**src/rtl/hub75_scan_ctrl.sv**
```systemverilog
// HUB75 scan controller: 16 row pairs x 64 columns with binary-coded modulation
// over D bit planes and a double-buffer flip that only happens between frames.
module hub75_scan_ctrl #(
   parameter int BITS_PER_PIXEL = 6,
   parameter int BASE_TICKS     = 4
) (
   input  logic                      clk,
   input  logic                      reset_n,
   output logic [9:0]                read_addr,
   output logic                      read_en,
   input  logic [BITS_PER_PIXEL-1:0] read_data_top,
   input  logic [BITS_PER_PIXEL-1:0] read_data_bottom,
   output logic                      buffer_toggle,
   input  logic                      swap_req,
   output logic                      swap_ack,
   output logic                      frame_sync,
   output logic [2:0]                rgb_top,
   output logic [2:0]                rgb_bottom,
   output logic                      hub75_clk,
   output logic                      hub75_lat,
   output logic                      hub75_oe_n,
   output logic [3:0]                hub75_addr
);
   localparam int D  = BITS_PER_PIXEL / 3;
   localparam int PW = (D > 1) ? $clog2(D) : 1;
   localparam int TW = $clog2(BASE_TICKS << (D - 1)) + 1;
   localparam logic [7:0] LAST_STEP = 8'd128;

   typedef enum logic [1:0] {S_SHIFT, S_BLANK, S_LATCH, S_DISPLAY} state_t;

   state_t        state, state_nx;
   logic          run;
   logic [7:0]    step, step_nx;
   logic [3:0]    row, row_nx;
   logic [PW-1:0] plane, plane_nx;
   logic [TW-1:0] tick, tick_nx;
   logic [TW-1:0] disp_len;
   logic          last_plane, disp_done, frame_end, shift_load;
   logic [5:0]    fetch_col;
   logic [2:0]    sel_top, sel_bottom, hold_top, hold_bottom;

   // Plane bit of each colour channel, straight from the RAM word.
   for (genvar ch = 0; ch < 3; ch++) begin : g_ch
      logic [D-1:0] top_bits, bottom_bits;
      assign top_bits       = read_data_top[ch*D +: D];
      assign bottom_bits    = read_data_bottom[ch*D +: D];
      assign sel_top[ch]    = top_bits[plane];
      assign sel_bottom[ch] = bottom_bits[plane];
   end

   always_comb begin
      state_nx   = state;
      step_nx    = step;
      row_nx     = row;
      plane_nx   = plane;
      tick_nx    = tick;
      disp_len   = TW'(BASE_TICKS) << plane;
      last_plane = (plane == PW'(D - 1));
      disp_done  = (state == S_DISPLAY) && (tick == disp_len - TW'(1));
      frame_end  = run && disp_done && last_plane && (row == 4'd15);

      // run is low for the single cycle after reset so the first released
      // edge lands on SHIFT step 0 instead of skipping past it.
      if (run) begin
         unique case (state)
            S_SHIFT: begin
               if (step == LAST_STEP) begin
                  state_nx = S_BLANK;
                  step_nx  = '0;
               end else begin
                  step_nx = step + 8'd1;
               end
            end
            S_BLANK: state_nx = S_LATCH;
            S_LATCH: begin
               state_nx = S_DISPLAY;
               tick_nx  = '0;
            end
            S_DISPLAY: begin
               if (disp_done) begin
                  state_nx = S_SHIFT;
                  tick_nx  = '0;
                  if (last_plane) begin
                     plane_nx = '0;
                     row_nx   = row + 4'd1;
                  end else begin
                     plane_nx = plane + PW'(1);
                  end
               end else begin
                  tick_nx = tick + TW'(1);
               end
            end
         endcase
      end

      // Odd steps present column (step-1)/2; even steps >0 raise the panel clock.
      fetch_col  = step[7] ? 6'd63 : step[6:1];
      read_en    = run && (state == S_SHIFT);
      read_addr  = read_en ? {row, fetch_col} : 10'd0;
      shift_load = read_en && step[0];
      hub75_clk  = read_en && (step != 8'd0) && !step[0];
      hub75_lat  = run && (state == S_LATCH);
      hub75_oe_n = !(run && (state == S_DISPLAY));
      frame_sync = read_en && (step == 8'd0) && (row == 4'd0) && (plane == '0);
      rgb_top    = shift_load ? sel_top : hold_top;
      rgb_bottom = shift_load ? sel_bottom : hold_bottom;
   end

   always_ff @(posedge clk) begin
      if (!reset_n) begin
         state <= S_SHIFT;
         step  <= '0;
         row   <= '0;
         plane <= '0;
         tick  <= '0;
         run   <= 1'b0;
      end else begin
         state <= state_nx;
         step  <= step_nx;
         row   <= row_nx;
         plane <= plane_nx;
         tick  <= tick_nx;
         run   <= 1'b1;
      end
   end

   always_ff @(posedge clk) begin
      if (!reset_n) begin
         buffer_toggle <= 1'b0;
         swap_ack      <= 1'b0;
         hub75_addr    <= 4'd0;
         hold_top      <= 3'd0;
         hold_bottom   <= 3'd0;
      end else begin
         swap_ack <= frame_end && swap_req;
         if (frame_end && swap_req)
            buffer_toggle <= ~buffer_toggle;
         // Row select moves on the edge into BLANK, while the panel is dark.
         if (read_en && (step == LAST_STEP))
            hub75_addr <= row;
         if (shift_load) begin
            hold_top    <= sel_top;
            hold_bottom <= sel_bottom;
         end
      end
   end
endmodule

```
**config.mk**
```make
export PLATFORM = sky130hd
export DESIGN_NAME = hub75_scan_ctrl
export DESIGN_NICKNAME = d
export VERILOG_FILES = /design/src/rtl/hub75_scan_ctrl.sv
export SDC_FILE = /design/constraint.sdc
export NUM_CORES = 1
export LEC_CHECK = 0
export CAP_MARGIN = 20
export CORE_MARGIN = 5
export CORE_UTILIZATION = 37
export CTS_CLUSTER_SIZE = 20
export DETAILED_ROUTE_END_ITERATION = 8
export PLACE_DENSITY = 0.65
export RECOVER_POWER = 25
export SYNTH_ARGS = -nofsm -noshare
export SYNTH_HDL_FRONTEND = slang
export SYNTH_SLANG_ARGS = --single-unit
```
**constraint.sdc**
```tcl
create_clock -name clk -period 1.6 [get_ports clk]
set_clock_uncertainty 0.05 [all_clocks]
set_input_delay 0.32 -clock clk [delete_from_list [all_inputs] [get_ports clk]]
set_output_delay 0.32 -clock clk [all_outputs]
set_load 0.01 [all_outputs]
```
Yosys cells after proc, flatten, opt, wreduce, memory -nomap -nowiden
Index checks and enable logic that the tools add are counted.
- flip-flop bits (word level): 32
- word-level logic and storage cells: 79
- $add $sub $neg: 5
- order comparisons: 1
- equality and inequality tests: 8
- shift operators: 1
- mux-type cells: 24
- bitwise operators: 2
- reductions and logical operators: 27
- operator list (cell ; number):
    1-bit logical AND ; 15
    1-bit two-way mux ; 14
    10-bit two-way mux ; 1
    4-bit by 1-bit adder with 4-bit output, second input constant ; 2
    8-bit by 1-bit adder with 8-bit output, second input constant ; 1
    8-bit == test, second input constant ; 1
    8-bit logical NOT ; 1
    8-bit two-way mux ; 1
    2-bit one-hot mux with 4 select lines ; 1
    4-bit one-hot mux with 2 select lines ; 1
    8-bit nonzero test ; 1
    3-bit two-way mux ; 2
    6-bit two-way mux ; 1
    3-bit AND reduction ; 2
    2-bit == test, second input constant ; 2
    4-bit == test ; 1
    4-bit == test, second input constant ; 1
    4-bit logical NOT ; 1
    2-bit two-way mux ; 2
    4-bit two-way mux ; 1
    2-bit != test, second input constant ; 2
    2-bit AND reduction ; 2
    4-bit AND reduction ; 1
    3-bit by 1-bit left shift with 4-bit output, first input constant ; 1
    8 further kinds ; 10

Depth between registers and ports, before layout
- depth after elaboration: 8
- mapped depth: 7
- mapped depth without buffers: 7

Worst setup path after synthesis
OpenSTA, ideal clock, no wires.
- kind: flip-flop to output port
- from: register state[1]
- to: output port hub75_clk
- data arrival time: 1.252 ns
- data required time: 1.230 ns
- slack: -0.022 ns
- stages on the path, launching flop included: 6
- buffers on the path: 1
- cells stage by stage: dfxtp_1 inv_1 ha_1 nand2_1 clkbuf_1 nor3_1
- cells in the longest elaborated chain, start to end: 4
- RTL lines (item ; RTL line ; text):
    start, declared ; 31 ; state_t state, state_nx;
    start signal, assigned ; 118 ; state <= state_nx;
    2-bit logical NOT ; 98 ; read_en = run && (state == S_SHIFT);
    1-bit logical AND ; 98 ;
    1-bit logical AND (2 in series) ; 101 ; hub75_clk = read_en && (step != 8'd0) && !step[0];
    end, declared ; 19 ; output logic hub75_clk,
No other way between the ends.

Worst setup path in the final report
- from: register step[0]
- to: output port hub75_clk
- cells in the longest elaborated chain, start to end: 3
- RTL lines (item ; RTL line ; text):
    start, declared ; 33 ; logic [7:0] step, step_nx;
    start signal, assigned ; 119 ; step <= step_nx;
    8-bit nonzero test ; 101 ;
    1-bit logical AND ; 101 ;
    1-bit logical AND * ; 101 ;
Mark *: on every way between the ends. The rest lies on a longest branch, timed or not.

==> out/metrics.yaml <==
grt.total_usage_pct: 15.2
ys_seq_area_share_pct: 38.0
timing.hold.worst.start: "hub75_addr[3]$_SDFFE_PN0P_"
maxSlewViolCount: 0
cts_hold_buffers: 0
cp_slowest_cell: "dfxtp_2"
grt_pass1_vias: 1656
combPwrFrac_pct: 13.2
viasPerCell: 4.86
r2r_cells: 10
p_total_mw: 1.83
dp_cells: 324
syn-instance-count: 206
rsz0062_at_grt: "true"
timing.slew.headroom_pct: 54.6
crit_family: "simple AND/OR/NAND/NOR gates"
drc_errors: 0
routed_wl_mm: 4.82
cp-startpoint: "step[0]$_SDFFE_PN0N_"
period_share_pct: 114
outcome: "finished, violations left"
whs_ns: 0.419
synth-main-ff-cell: "dfxtp_1"
rows: 24
boundaryPins: 42
worst_r2r_endpoint: "hub75_addr[0]$_SDFFE_PN0P_"
clk_latency_ns: 0.29
hold_class: "reg -> reg"
min_period_ns: 1.82
diodes: 0
switchingPower_mw: 0.438
synthArstFlopShare_pct: 0
finalSetupViolations: 22
crit_arrival_ns: 1.45
irDropWorstVdd_mv: 0.584
ys_ff_latch: 32
fin_cells: 341
cpPeakStageDelay_ns: 0.33
wl_per_cell_um: 14.1
grt_max_degree: 37
min_to: "hub75_addr[3]$_SDFFE_PN0P_"
swShare_pct: 23.9
hold_path_depth: 2
area_growth_pct: 73.1
synth_nets: 230
drt_first_pass_iters: 4
core_area_sq_mm: 0.00438
tightest_slew_ns: 0.681
p_int_mw: 1.40
powerDensity_mw_per_mm2: 628
violations: "negative setup slack"
post-route-util_pct: 66.6
worstSetupPathType: "reg -> out"
tritoncts: "done"
synth_enable_flop_cells: 0
critPathRequiredTime_ns: 1.23
post_synth.cell_area_avg_sq_um: 8.19
fin_area_sq_mm: 0.00292
p_leak_nw: 1.21
initial_utilization_pct: 38.5
grt_first_pass_wirelength_mm: 7.47
cts_made_buffers: 5
critPathBufInv: 2
drtAntennaViolNets: 0
clkPwrFrac_pct: 42.3
path_cells: "inv_1, ha_4, nor2b_4, nand2_2, nor2_1, nor3_2, buf_2"
antenna_found_initial: 0
netlist_area_sq_mm: 0.00169
place_area_sq_mm: 0.00240
gr-total-overflow: 0
cts_sinks: 32
h-tree-depth: 2
hold_viol_final: 0
cp_max_fo: 2
start_kind: "register"
root_buffer: "clkbuf_8"
die_h_um: 77.5
max_freq_mhz: 549
gp_congestion: 0.779
nets: 312
path_clk_slew_ns: 0.08
end_kind: "primary output"
die_area_sq_mm: 0.00601
dp_hpwl_mm: 3.13
portBuffers: 41
synth_cell_types: 35
vias: 1656
yosys_warnings: 0
worst_slack_ns: -0.222
die_x_um: 77.5
maxCapViolCount: 0
drive_gt1_share_pct: 46.4
fill_cells: 357
r2r-start: "state[1]$_SDFFE_PN0P_"
drt_iter0_drc: 65
seqPwrFrac_pct: 44.4
r2r_setup_slack_ns: 0.01
clockBufferDepth: 2
power groups by stage:
stage	Combinational [mW]	Sequential, mW	Clock, mW
2_1_floorplan	0.0748	0.831	0
4_1_cts	0.195	0.811	0.796
6_report	0.242	0.815	0.776
3_5_place_dp	0.190	0.829	0
3_3_place_gp	0.189	0.829	0
5_1_grt	0.264	0.815	0.829
cells by family after synthesis:
kind of cell    count (synthesis)  synth area share [%]
buf+inv                        19                  4.82
xor+xnor                       10                  5.19
fa+ha+maj                       9                  6.68
flops                          32                  38.0
mux                             8                  4.75
simple gates                  102                  31.4
compound gates                 26                  9.20
layout make-up:
type                       count  area, sq um  area share, %
timing repair buffer          84          763           26.1
multi-input combinational    155         1280           44.0
clock buffer                   5         68.8           2.36
inverter                      10         40.0           1.37
clock inverter                 3         42.5           1.46
tap                           52         65.1           2.23
sequential                    32          657           22.5
layer usage:
layer,vias to the layer above,share of wire (%),global-route usage [%]
met5,-,0,0
met3,5,5.8,5.79
met2,41,46,23.7
li1,858,-,-
met4,0,0.83,6.53
met1,752,47,18.7
worst reg2reg max path, stage by stage (launching register included):
cell and delay [ns]:
dfxtp_2 0.33, inv_2 0.07, ha_4 0.20, nand2_8 0.09
buf_6 0.13, inv_4 0.06, buf_6 0.09, nand4_1 0.16
buf_6 0.19, nand3_2 0.05, o21ai_1 0.08
cells in the final DEF, fill, tap and decap left out, types with 3 or more instances in the layout:
cell | Yosys | routed
buf_4 | 0 | 32
dfxtp_1 | 32 | 23
nand2_1 | 30 | 22
clkdlybuf4s50_1 | 0 | 18
buf_6 | 1 | 18
nor2_1 | 22 | 13
and2_1 | 15 | 13
buf_2 | 2 | 10
mux2i_1 | 8 | 8
dfxtp_2 | 0 | 7
inv_1 | 9 | 6
nor2_4 | 0 | 6
o21ai_2 | 0 | 6
xor2_1 | 6 | 5
o21ai_0 | 11 | 5
clkbuf_8 | 0 | 5
nand2_2 | 0 | 4
nand3_1 | 9 | 4
nand3_2 | 0 | 4
xnor2_1 | 4 | 4
ha_1 | 9 | 4
ha_4 | 0 | 4
inv_2 | 1 | 3
nand2_4 | 0 | 3
nor2_2 | 0 | 3
and3_4 | 0 | 3
a21boi_1 | 3 | 3
nand4_1 | 3 | 3
o21ai_1 | 5 | 3
Yosys cell counts (2+ instances only):
cell type,instances,share of area (%)
clkbuf_1,6,1.3
a21boi_0,2,0.89
nand2_1,30,6.7
mux2i_1,8,4.7
and4_1,2,1.0
nor4_2,3,2.2
xnor2_1,4,2.1
ha_1,9,6.7
nor3_1,3,0.89
nor2_1,22,4.9
and3_1,5,1.9
buf_2,2,0.59
or3_1,2,0.74
inv_1,9,2.0
xor2_1,6,3.1
o21ai_1,5,1.5
a21boi_1,3,1.3
dfxtp_1,32,38
nand3_1,9,2.7
o21ai_0,11,3.3
nor2b_1,3,1.1
and2_1,15,5.6
nand4_1,3,1.1
worst max path at each step:
stage / end / slack [ns] / cells after the start
final: hub75_clk / -0.22 / 7
after global routing: hub75_clk / -0.33 / 5
after CTS: frame_sync / -0.22 / 5
after detailed placement: rgb_bottom[2] / -0.45 / 6
after global placement: rgb_bottom[2] / -0.38 / 6
after floorplan: read_addr[0] / -0.01 / 5
registers in the layout, indices dropped and copies added, names as in the netlist:
signal,cells
buffer_toggle,1
hold_bottom,3
hold_top,3
hub75_addr,4
last_plane,1
row,4
run,1
state,2
step,8
swap_ack,1
tick,4
metrics by stage:
stage	setup TNS, ns	worst slack [ns]
CTS	-1.97	-0.224
global route	-4.39	-0.332
finish	-2.26	-0.222
global placement	-6.88	-0.382
floorplan	-0.0595	-0.00992
detailed placement	-8.10	-0.455
what timing repair did:
action / CTS / global route
gates cloned: 0 / 1
buffers inserted: 2 / 6
gates resized for setup: 126 / 68
endpoints found under the setup margin: 38 / 32
pin swaps: 9 / 28
Power figures use the tool's default switching activity.
